File: src/rtl/button_conditioner.sv
// rtl/button_conditioner.sv - per-button synchroniser, debouncer and press/auto-repeat pulse generator
//
// Ports:
//   clk_in         system clock
//   rst_n_in       asynchronous active-low reset
//   btn_raw_in     raw bouncy button levels, 1 = pressed (asynchronous to clk_in)
//   btn_level_out  debounced stable level per channel (registered)
//   btn_pulse_out  one-cycle press / auto-repeat pulse per channel (registered)
module button_conditioner #(
    parameter int NUM_BTNS        = 2,
    parameter int DEBOUNCE_CYCLES = 650000,
    parameter int REPEAT_EN       = 1,
    parameter int REPEAT_DELAY    = 32500000,
    parameter int REPEAT_PERIOD   = 6500000
) (
    input  logic                clk_in,
    input  logic                rst_n_in,
    input  logic [NUM_BTNS-1:0] btn_raw_in,
    output logic [NUM_BTNS-1:0] btn_level_out,
    output logic [NUM_BTNS-1:0] btn_pulse_out
);

    localparam int DCW  = $clog2(DEBOUNCE_CYCLES) + 1;
    localparam int RMAX = (REPEAT_DELAY > REPEAT_PERIOD) ? REPEAT_DELAY : REPEAT_PERIOD;
    localparam int RCW  = $clog2(RMAX) + 1;

    localparam logic [DCW-1:0] DB_LAST     = DCW'(DEBOUNCE_CYCLES - 1);
    localparam logic [RCW-1:0] DELAY_LAST  = RCW'(REPEAT_DELAY - 1);
    localparam logic [RCW-1:0] PERIOD_LAST = RCW'(REPEAT_PERIOD - 1);

    typedef enum logic [1:0] {
        IDLE   = 2'd0,
        DELAY  = 2'd1,
        REPEAT = 2'd2,
        HELD   = 2'd3
    } state_t;

    for (genvar i = 0; i < NUM_BTNS; i++) begin : g_chan
        logic           sync1;
        logic           sync2;
        logic           stable;
        logic [DCW-1:0] db_cnt;
        logic           differ;
        logic           commit;
        logic           rise;
        logic           fall;

        state_t         state;
        state_t         state_nxt;
        logic [RCW-1:0] rpt_cnt;
        logic [RCW-1:0] rpt_nxt;
        logic           pulse;
        logic           pulse_nxt;

        always_ff @(posedge clk_in or negedge rst_n_in) begin
            if (!rst_n_in) begin
                sync1 <= 1'b0;
                sync2 <= 1'b0;
            end else begin
                sync1 <= btn_raw_in[i];
                sync2 <= sync1;
            end
        end

        // The stable level flips on the edge that evaluates the counter at its
        // last value; rise/fall mark that edge so the press pulse lands in the
        // same cycle that btn_level_out rises.
        assign differ = (sync2 != stable);
        assign commit = differ && (db_cnt == DB_LAST);
        assign rise   = commit && sync2;
        assign fall   = commit && !sync2;

        always_ff @(posedge clk_in or negedge rst_n_in) begin
            if (!rst_n_in) begin
                stable <= 1'b0;
                db_cnt <= '0;
            end else if (!differ) begin
                db_cnt <= '0;
            end else if (commit) begin
                stable <= sync2;
                db_cnt <= '0;
            end else begin
                db_cnt <= db_cnt + 1'b1;
            end
        end

        always_ff @(posedge clk_in or negedge rst_n_in) begin
            if (!rst_n_in) begin
                state   <= IDLE;
                rpt_cnt <= '0;
                pulse   <= 1'b0;
            end else begin
                state   <= state_nxt;
                rpt_cnt <= rpt_nxt;
                pulse   <= pulse_nxt;
            end
        end

        // Release is checked first in every held state so it always beats a
        // repeat pulse falling due on the same edge.
        always_comb begin
            state_nxt = state;
            rpt_nxt   = rpt_cnt;
            pulse_nxt = 1'b0;
            case (state)
                IDLE: begin
                    if (rise) begin
                        pulse_nxt = 1'b1;
                        rpt_nxt   = '0;
                        state_nxt = (REPEAT_EN != 0) ? DELAY : HELD;
                    end
                end
                DELAY: begin
                    if (fall) begin
                        state_nxt = IDLE;
                        rpt_nxt   = '0;
                    end else if (rpt_cnt == DELAY_LAST) begin
                        pulse_nxt = 1'b1;
                        rpt_nxt   = '0;
                        state_nxt = REPEAT;
                    end else begin
                        rpt_nxt = rpt_cnt + 1'b1;
                    end
                end
                REPEAT: begin
                    if (fall) begin
                        state_nxt = IDLE;
                        rpt_nxt   = '0;
                    end else if (rpt_cnt == PERIOD_LAST) begin
                        pulse_nxt = 1'b1;
                        rpt_nxt   = '0;
                    end else begin
                        rpt_nxt = rpt_cnt + 1'b1;
                    end
                end
                HELD: begin
                    if (fall) begin
                        state_nxt = IDLE;
                        rpt_nxt   = '0;
                    end
                end
                default: begin
                    state_nxt = IDLE;
                    rpt_nxt   = '0;
                end
            endcase
        end

        assign btn_level_out[i] = stable;
        assign btn_pulse_out[i] = pulse;
    end

endmodule

File: config.mk
export PLATFORM = sky130hd
export DESIGN_NAME = button_conditioner
export DESIGN_NICKNAME = d
export VERILOG_FILES = /design/src/rtl/button_conditioner.sv
export SDC_FILE = /design/constraint.sdc
export NUM_CORES = 1
export LEC_CHECK = 0
export BUFFER_PORTS_ARGS = -buffer_cell sky130_fd_sc_hd__buf_2
export CAP_MARGIN = 5
export CORE_UTILIZATION = 40
export CTS_BUF_LIST = sky130_fd_sc_hd__clkbuf_8 sky130_fd_sc_hd__clkbuf_16
export DETAILED_ROUTE_END_ITERATION = 6
export GPL_TIMING_DRIVEN = 1
export PLACE_DENSITY = 0.64
export SLEW_MARGIN = 20
export SYNTH_ARGS = -nofsm -noshare
export SYNTH_HDL_FRONTEND = slang
export SYNTH_SLANG_ARGS = --single-unit
File: constraint.sdc
create_clock -name clk_in -period 3.8 [get_ports clk_in]
set_clock_uncertainty 0.15 [all_clocks]
set_input_delay 0.76 -clock clk_in [delete_from_list [all_inputs] [get_ports clk_in]]
set_output_delay 0.76 -clock clk_in [all_outputs]
set_load 0.005 [all_outputs]
==> impl_metrics.toml, run 1 <==
[outcome]
status = "finished clean"

[synth]
synth_common_cells = "106 x dfrtp_1, 76 x nor2_1, 58 x nand2_1, 34 x nand3_1, 27 x inv_1"
synth-async-reset-ratio_pct = 100.0
yosysSeqAreaShare_pct = 45.22
syn_inst = 642
ys_seq_elements = 106
yosys.area_share.simple_pct = 27.13
synth_most_common_cell = "dfrtp_1"
synth_edf_count = 0
yosys-mux-area-fraction_pct = 0.9386
synth_compound_area_share_pct = 14.25
synth_flop_cell = "dfrtp_1"
syn_area_mm2 = 0.005866
yosysWarnings = 0
synth_xor_area_share_pct = 5.823
synth_area_leaders = "dfrtp_1 45%, nor2_1 4.9%, nand2_1 3.7%, xnor2_1 3.1%, ha_1 3.0%"
synth_cell_types = 63
synth_top_area_cell = "dfrtp_1"
synthAdderAreaFrac_pct = 2.986
synth.avg_cell_area_um2 = 9.136
synth_top_family_by_area = "simple AND/OR/NAND/NOR gates"
syn_nets = 660
netlist.area_leader.share_pct = 45.22

[clocking]
clock_sinks = 106
htreeDepth = 3
cts_resized = 0
cts_tree = "built"
cts_buffers = 9
cts_hold_buf = 0
post-cts-setup-buffer-count = 0
insertion_delay_ns = 0.35
clkTransAtPathRegs_ns = 0.07
cts-root-buf = "clkbuf_16"
clockBufferDepth = 2

[finish]
n_antenna_cell = 0
syn2layout_area_growth_pct = 8.788
final_layout_size_suffix_gt1_share_pct = 6.769
final_core_util_pct = 45.27
nets = 663
fillers = 1328

[global_route]
antenna_found_initial = 0
grt_start_max_net_pins = 54
grt_pass1_wl_mm = 21.77
grt_use_total_pct = 18.09
first_global_vias = 4621
grt_overflow = 0

[pwr]
power_leakage_nw = 2.653
ir_drop_uv = 224.7
pwr_density_cell_mw_per_mm2 = 332.9
power_mw = 2.125

[floorplanning]
die_area_mm2 = 0.01515
fp.dieW_um = 123.1
die_height_um = 123.1
placementRows = 43
start_util_pct = 41.61
coreArea_mm2 = 0.01410
io_pins = 8

[worst_setup_path]
reg2reg_from = "g_chan[0].rpt_cnt[6]$_DFFE_PN0P_"
r2r-end = "g_chan[0].rpt_cnt[20]$_DFFE_PN0P_"
cp_max_fo = 17
critical_path_class = "register to register"
startpoint_type = "register"
worst_setup_path_end_kind = "register"
cp_data_required_time_ns = 3.90
rrSetupSlack_ns = 0.77
reg2reg_depth = 7
critical_path_arrival_ns = 3.13

[detailed_routing]
viasPerCell = 5.706
drc_errors = 0
wl_mm = 12.53
ant_nets = 0
via_count = 4736
drt-pass1-iter-count = 4
drt-wirelength-per-cell_um = 15.09
drtIter0Drc = 296

[timing]
max_freq_mhz = 329.6
relSlewSlack_pct = 31.70
hold_viol = 0
rsz0062_at_grt = "false"
fin_crit_sh_pct = 79.84
finalCriticalPeriod_ns = 3.034
slew_violations = 0
tns_ns = 0
worstMarginPinSlew_ns = 1.015
setup_viol = 0

[placement]
gp_congestion = 0.8546
hpwl_mm = 8.591
portBuffers = 7

[min_path]
hold_depth = 0
hold_path.class = "register to register"
hold_path_end = "g_chan[0].sync2$_DFF_PN0_"
worstHoldStart = "g_chan[0].sync1$_DFF_PN0_"

[job]
cap_viol_max_count = 0
-- critical path, stage by stage, from the launching register on --
cell      delay (ns)
dfrtp_1         0.45
or4b_1          0.55
or4_4           0.57
o21a_1          0.24
o221ai_4        0.43
buf_4           0.24
o21ai_1         0.07
a22o_1          0.23
-- sequential cells by signal, indices dropped and copies added, names as in the netlist --
register / count
g_chan.state: 4
g_chan.sync1: 2
g_chan.pulse: 2
g_chan.db_cnt: 42
g_chan.sync2: 2
g_chan.stable: 2
g_chan.rpt_cnt: 52
-- cell type report --
cell class	count	area [um^2]	share of cell area [%]
clock buffer	10	239.0	3.745
clock inverter	6	58.81	0.9216
inverter	27	101.3	1.588
multi-input combinational	485	2999	47.00
sequential	106	2653	41.57
tap	180	225.2	3.529
timing repair buffer	16	105.1	1.647
-- placed cells by master (no fill, tap or decap), types with 4 or more instances in the layout --
| cell | synthesis | final |
|---|---|---|
| buf_2 | 3 | 6 |
| o21ai_0 | 17 | 17 |
| nor2_1 | 76 | 76 |
| nor4_1 | 9 | 9 |
| o2bb2a_1 | 6 | 6 |
| clkbuf_16 | 0 | 9 |
| a21oi_1 | 13 | 13 |
| nand2_1 | 58 | 58 |
| inv_1 | 27 | 29 |
| or3_1 | 9 | 9 |
| o31ai_1 | 7 | 7 |
| xor2_1 | 18 | 18 |
| and3_1 | 22 | 22 |
| buf_4 | 5 | 10 |
| nor2b_1 | 8 | 8 |
| and2_1 | 7 | 7 |
| xnor2_1 | 21 | 21 |
| ha_1 | 14 | 14 |
| nand2b_1 | 4 | 4 |
| nor3_1 | 21 | 21 |
| o22ai_1 | 5 | 5 |
| nor3b_1 | 5 | 5 |
| o21ai_1 | 24 | 24 |
| nor4b_1 | 8 | 8 |
| a21o_1 | 6 | 6 |
| nand4_1 | 25 | 25 |
| dfrtp_1 | 106 | 106 |
| nand3_1 | 34 | 34 |
| a22o_1 | 19 | 19 |
-- cells by family after synthesis --
kind of cell	count (synthesis)
and+or+nand+nor	307
buffers and inverters	51
DFF	106
xor gates and xnor gates	39
muxes	5
adders and majority gates	14
AOI/OAI and AO/OA	120
-- where the power goes --
part / internal, mW / switching (mW)
Combinational: 0.00878 / 0.0329
Sequential: 1.13 / 0.00468
Clock: 0.524 / 0.419
-- per-layer routing --
layer | part of all wire (%) | up-vias | global-route usage [%]
met5 | 0 | - | 0
met4 | 1.6 | 0 | 5.572
met3 | 3.9 | 14 | 4.751
met2 | 47 | 98 | 29.63
met1 | 47 | 2300 | 23.34
li1 | - | 2324 | -
-- how the worst max path moves through the flow --
stage / startpoint / to / depth (start not counted)
after floorplan: g_chan[0].rpt_cnt[6]$_DFFE_PN0P_ / g_chan[0].rpt_cnt[15]$_DFFE_PN0P_ / 7
after global placement: g_chan[0].rpt_cnt[6]$_DFFE_PN0P_ / g_chan[0].rpt_cnt[24]$_DFFE_PN0P_ / 7
after detailed placement: g_chan[0].rpt_cnt[6]$_DFFE_PN0P_ / g_chan[0].rpt_cnt[2]$_DFFE_PN0P_ / 6
after CTS: g_chan[0].rpt_cnt[6]$_DFFE_PN0P_ / g_chan[0].rpt_cnt[11]$_DFFE_PN0P_ / 6
after global routing: g_chan[0].db_cnt[6]$_DFF_PN0_ / g_chan[0].rpt_cnt[11]$_DFFE_PN0P_ / 7
final: g_chan[0].rpt_cnt[6]$_DFFE_PN0P_ / g_chan[0].rpt_cnt[20]$_DFFE_PN0P_ / 7
-- stage by stage --
stage	cells	setup WS (ns)	hold WS, ns	cell area [um^2]
final	830	0.7659	0.2033	6381
after CTS	830	0.7489	0.2065	6381
after global routing	830	0.5691	0.2158	6381
after floorplan	642	1.072	0.1812	5866
after global placement	814	0.8259	0.1858	6083
after detailed placement	814	0.7859	0.1870	6083
No activity file was read; power rests on OpenSTA's default activity.
==> inputs of run 2 (changes only) <==
--- a/config.mk
+++ b/config.mk
@@ -5,6 +5,7 @@
 export SDC_FILE = /design/constraint.sdc
 export NUM_CORES = 1
 export LEC_CHECK = 0
+export ABC_AREA = 1
 export BUFFER_PORTS_ARGS = -buffer_cell sky130_fd_sc_hd__buf_2
 export CAP_MARGIN = 5
 export CORE_UTILIZATION = 40
==> constraint.sdc (replaced) <==
create_clock -name clk_in -period 2.9 [get_ports clk_in]
set_clock_uncertainty 0.15 [all_clocks]
set_input_delay 0.58 -clock clk_in [delete_from_list [all_inputs] [get_ports clk_in]]
set_output_delay 0.58 -clock clk_in [all_outputs]
set_load 0.005 [all_outputs]
==> impl_metrics.toml, run 2 <==
[worst_setup_path]
rrSetupSlack_ns = 0.52
reg2reg_depth = 14
critical_path_arrival_ns = 2.53
startpoint_type = "register"
reg2reg_from = "g_chan[1].db_cnt[0]$_DFF_PN0_"
cp_data_required_time_ns = 3.05
cp_max_fo = 18
r2r-end = "g_chan[1].rpt_cnt[3]$_DFFE_PN0P_"
worst_setup_path_end_kind = "register"
critical_path_class = "register to register"

[timing]
rsz0062_at_grt = "false"
hold_viol = 0
tns_ns = 0
relSlewSlack_pct = 66.87
max_freq_mhz = 420.0
fin_crit_sh_pct = 82.11
slew_violations = 0
worstMarginPinSlew_ns = 0.4924
setup_viol = 0
finalCriticalPeriod_ns = 2.381

[clocking]
cts_resized = 0
clockBufferDepth = 2
clkTransAtPathRegs_ns = 0.07
htreeDepth = 3
cts_tree = "built"
insertion_delay_ns = 0.36
cts_buffers = 9
clock_sinks = 106
cts-root-buf = "clkbuf_16"

[min_path]
worstHoldStart = "btn_raw_in[1]"
hold_depth = 1
hold_path_end = "g_chan[1].sync1$_DFF_PN0_"
hold_path.class = "primary input to register"

[synth]
netlist.area_leader.share_pct = 37.85
syn_nets = 1055
syn_area_mm2 = 0.007008
synth_cell_types = 36
synth-async-reset-ratio_pct = 100.0
synth_flop_cell = "dfrtp_1"
synth_common_cells = "289 x nand2_1, 155 x nor2_1, 134 x inv_1, 106 x dfrtp_1, 95 x nand3_1"
synth.avg_cell_area_um2 = 6.758
syn_inst = 1037
ys_seq_elements = 106
yosysWarnings = 0
synth_top_area_cell = "dfrtp_1"
synth_edf_count = 0
yosysSeqAreaShare_pct = 37.85
synth_area_leaders = "dfrtp_1 38%, nand2_1 15%, nor2_1 8.3%, inv_1 7.2%, nand3_1 6.8%"
synth_most_common_cell = "nand2_1"

[finish]
final_layout_size_suffix_gt1_share_pct = 7.390
reg_top3 = "g_chan.rpt_cnt: 52 flops, g_chan.db_cnt: 42 flops, g_chan.state: 4 flops"
final_cells = 1267
finalInstanceArea_mm2 = 0.007522
layout.cells.most_common = "nand2_1"
nets = 1055
largest_register = "g_chan.rpt_cnt"
final_cell_mix = "289 x nand2_1, 155 x nor2_1, 135 x inv_1"
fillers = 1805
largest_reg_flops = 52
n_antenna_cell = 0
register_area_mm2 = 0.002653
multi_input_area_mm2 = 0.003626
final_core_util_pct = 43.79
syn2layout_area_growth_pct = 7.338

[detailed_routing]
drt-wirelength-per-cell_um = 12.49
drtIter0Drc = 486
drc_errors = 0
viasPerCell = 4.995
wl_mm = 15.83
via_count = 6329
ant_nets = 0
drt-pass1-iter-count = 5

[global_route]
antenna_found_initial = 0
busiest_layer = "met2"
grt_pass1_wl_mm = 27.37
grt_start_max_net_pins = 60
grt_overflow = 0
grt_use_total_pct = 18.77
use_met2_pct = 29.50
use_met1_pct = 25.65
first_global_vias = 5729
met3_usage_pct = 3.779

[floorplanning]
placementRows = 48
die_height_um = 134.4
io_pins = 8
die_area_mm2 = 0.01805
start_util_pct = 40.80
coreArea_mm2 = 0.01718
fp.dieW_um = 134.4

[job]
cap_viol_max_count = 0

[placement]
hpwl_mm = 11.62
placed_area_mm2 = 0.007209
placed_cells = 1250
gp_congestion = 0.8989
portBuffers = 7

[pwr]
power_mw = 2.828
ir_drop_uv = 305.3
pwr_density_cell_mw_per_mm2 = 375.9
power_leakage_nw = 3.452

[outcome]
status = "finished clean"
-- run 2: cell types whose count changed in the layout (fill, tap and decap cells not counted), sizes merged, moves of 19 or more --
cell   change
and3      -23
nand2    +242
inv      +118
nor2      +91
a22o      -19
nand3     +67
-- run 2: per-stage QoR --
stage | hold slack [ns] | worst slack (ns)
CTS | 0.1595 | 0.5160
floorplan | 0.1344 | 1.013
global route | 0.1583 | 0.2497
detailed placement | 0.1864 | 0.5322
finish | 0.1721 | 0.5189
global placement | 0.1830 | 0.5883
-- run 2: cell families after synthesis --
group	Yosys count	synth area share [%]
buf+inv	173	10.41
flops	106	37.85
xor+xnor	16	2.000
fa+ha+maj	14	2.500
compound gates	71	5.499
simple gates	657	41.74
-- run 2: cell type report --
type	instances	area share, %
Tap cell	225	3.743
Multi-Input combinational cell	758	48.20
Inverter	149	7.468
Timing Repair Buffer	13	1.297
Clock inverter	6	0.8483
Clock buffer	10	3.177
Sequential cell	106	35.26
-- run 2: report_power, final --
| part | internal [mW] | leakage (nW) | switching [mW] |
|---|---|---|---|
| sequential | 1.49 | 1.47 | 0.00952 |
| clock | 0.695 | 0.151 | 0.567 |
| combinational | 0.0174 | 1.83 | 0.0521 |
| total | 2.20 | 3.45 | 0.629 |
-- run 2: worst max-delay path, stage by stage, from the launching register on --
cell and delay, ns:
dfrtp_1 0.39, ha_1 0.21, nand3_2 0.12, inv_2 0.12, nand2_2 0.07, nor2_4 0.13
nand3_1 0.08, nand2_1 0.13, nand2_4 0.16, inv_2 0.31, buf_4 0.21, nand2_1 0.05
nand2_1 0.05, o21ai_1 0.05, nor2_1 0.08
-- run 2: layer usage --
metal | vias to the layer above | part of all wire, %
li1 | 3300 | -
met1 | 2869 | 49
met2 | 134 | 45
met3 | 26 | 3.8
met4 | 0 | 1.8
met5 | - | 0
-- run 2: repair_timing --
| action | in CTS | in global routing |
|---|---|---|
| endpoints found under the hold margin | 15 | 0 |
| endpoints found under the setup margin | 0 | 0 |
| hold buffers | 1 | 0 |
| setup buffers | 0 | 0 |
-- run 2: how the worst max path moves through the flow --
stage	start	cells past startpoint	to	slack, ns
floorplan	g_chan[1].db_cnt[0]$_DFF_PN0_	14	g_chan[1].rpt_cnt[23]$_DFFE_PN0P_	1.01
global placement	g_chan[1].db_cnt[0]$_DFF_PN0_	12	g_chan[1].rpt_cnt[16]$_DFFE_PN0P_	0.59
detailed placement	g_chan[1].db_cnt[0]$_DFF_PN0_	14	g_chan[1].rpt_cnt[15]$_DFFE_PN0P_	0.53
CTS	g_chan[1].db_cnt[0]$_DFF_PN0_	14	g_chan[1].rpt_cnt[3]$_DFFE_PN0P_	0.52
global route	g_chan[0].db_cnt[0]$_DFF_PN0_	12	g_chan[0].state[1]$_DFFE_PN0P_	0.25
finish	g_chan[1].db_cnt[0]$_DFF_PN0_	14	g_chan[1].rpt_cnt[3]$_DFFE_PN0P_	0.52
==> inputs of run 3 (changes only) <==
==> constraint.sdc (replaced) <==
create_clock -name clk_in -period 2.3 [get_ports clk_in]
set_clock_uncertainty 0.15 [all_clocks]
set_input_delay 0.46 -clock clk_in [delete_from_list [all_inputs] [get_ports clk_in]]
set_output_delay 0.46 -clock clk_in [all_outputs]
set_load 0.005 [all_outputs]
==> impl_metrics.toml, run 3 (synthesis gave the netlist of run 2 again) <==
[outcome]
status = "finished clean"

[clocking]
cts_buffers = 9
htreeDepth = 3
clock_sinks = 106
cts_tree = "built"
cts-root-buf = "clkbuf_16"
clockBufferDepth = 2
insertion_delay_ns = 0.36
clkTransAtPathRegs_ns = 0.07

[floorplanning]
placementRows = 48
io_pins = 8
start_util_pct = 40.80
die_area_mm2 = 0.01805
fp.dieW_um = 134.4
die_height_um = 134.4
coreArea_mm2 = 0.01718

[finish]
fillers = 1799
final_layout_size_suffix_gt1_share_pct = 9.528
final_cell_mix = "289 x nand2_1, 152 x nor2_1, 136 x inv_1"
n_antenna_cell = 0
nets = 1073
register_area_mm2 = 0.002653
final_core_util_pct = 45.13
largest_reg_flops = 52
layout.cells.most_common = "nand2_1"
syn2layout_area_growth_pct = 10.62
reg_top3 = "g_chan.rpt_cnt: 52 flops, g_chan.db_cnt: 42 flops, g_chan.state: 4 flops"
multi_input_area_mm2 = 0.003651
largest_register = "g_chan.rpt_cnt"

[timing]
fin_ws_ns = 0.1617
max_freq_mhz = 467.7
slew_violations = 0
finalCriticalPeriod_ns = 2.138
relSlewSlack_pct = 66.74
rsz0062_at_grt = "true"
hold_viol = 0
setup_viol = 0
fin_crit_sh_pct = 92.97
worstMarginPinSlew_ns = 0.4944

[detailed_routing]
viasPerCell = 4.995
drt-wirelength-per-cell_um = 12.45
drc_errors = 0
via_count = 6418
ant_nets = 0
wl_mm = 16.00
drtIter0Drc = 375
drt-pass1-iter-count = 6

[placement]
gp_congestion = 0.9298
portBuffers = 7
pre_cts_slack_ns = 0.1311
hpwl_mm = 12.20

[global_route]
grt_use_total_pct = 18.89
antenna_found_initial = 0
grt_pass1_wl_mm = 27.72
grt_overflow = 0
first_global_vias = 6063
grt_start_max_net_pins = 33

[worst_setup_path]
cp_data_required_time_ns = 2.44
startpoint_type = "register"
critical_path_class = "register to register"
critical_path_arrival_ns = 2.28
cp_max_fo = 4
worst_setup_path_end_kind = "register"

[job]
cap_viol_max_count = 0

[pwr]
pwr_density_cell_mw_per_mm2 = 481.3
power_leakage_nw = 3.561
ir_drop_uv = 390.8

[min_path]
hold_path.class = "primary input to register"
## run 3: cell types whose count changed in the layout (fill, tap and decap cells not counted), sizes merged
cell,before,now
buf,12,30
inv,147,146
bufinv,1,3
clkbuf,10,9
## run 3: what timing repair did
action                                  in CTS  in global routing
hold buffers                                 1                  0
gates resized for setup                      0                 15
endpoints found under the hold margin       28                  0
setup buffers                                0                  3
endpoints found under the setup margin       0                 32
## run 3: layout make-up
class,count,share of cell area (%)
clock buffers,9,2.905
clock inverters,7,1.420
inverters,149,7.311
multi-input cells,758,47.09
flip-flops and latches,106,34.22
well taps,225,3.631
repair buffers,31,3.422
## run 3: path summary, 6_finish.rpt
path / start / endpoint / slack [ns] / depth (start not counted)
min: btn_raw_in[1] / g_chan[1].sync1$_DFF_PN0_ / 0.06 / 1
min in group asynchronous: rst_n_in / g_chan[0].db_cnt[2]$_DFF_PN0_ / 0.44 / 2
max: g_chan[0].rpt_cnt[0]$_DFFE_PN0P_ / g_chan[0].rpt_cnt[24]$_DFFE_PN0P_ / 0.16 / 13
max in group asynchronous: rst_n_in / g_chan[1].rpt_cnt[20]$_DFFE_PN0P_ / 0.98 / 3
min reg2reg: g_chan[1].sync1$_DFF_PN0_ / g_chan[1].sync2$_DFF_PN0_ / 0.20 / 0
max reg2reg: g_chan[0].rpt_cnt[0]$_DFFE_PN0P_ / g_chan[0].rpt_cnt[24]$_DFFE_PN0P_ / 0.16 / 13
## run 3: per-layer routing
layer | vias to the layer above | share of wire [%] | global-route usage, %
met4 | 0 | 1.7 | 5.993
met5 | - | 0 | 0
met3 | 26 | 3.2 | 3.704
met2 | 110 | 45 | 30.45
met1 | 2966 | 50 | 25.44
li1 | 3316 | - | -
## run 3: worst max-delay path, stage by stage, from the launching register on
cell	delay [ns]
dfrtp_1	0.39
ha_2	0.22
nand2_1	0.13
nor2_4	0.16
nand2_1	0.11
nor2_2	0.15
nand2_1	0.08
nor2_2	0.15
nand2_1	0.10
nor2_2	0.15
nand2_1	0.08
nand2_1	0.06
nand2_1	0.04
nor2_1	0.08
## run 3: through the flow
step | power [mW] | TNS (ns) | std cells | hold WS [ns] | instance area [um^2]
2_1_floorplan | 1.956 | 0 | 1037 | 0.01441 | 7008
3_3_place_gp | 2.020 | 0 | 1265 | 0.1849 | 7347
3_5_place_dp | 2.021 | 0 | 1265 | 0.1856 | 7347
4_1_cts | 3.779 | 0 | 1282 | 0.04678 | 7692
5_1_grt | 3.876 | -0.09416 | 1285 | 0.04306 | 7752
6_report | 3.731 | 0 | 1285 | 0.06154 | 7752
## run 3: power by group
group | leakage (nW) | switching (mW) | internal (mW)
Clock | 0.168 | 0.689 | 1.05
Sequential | 1.47 | 0.0119 | 1.87
Combinational | 1.93 | 0.0689 | 0.0313
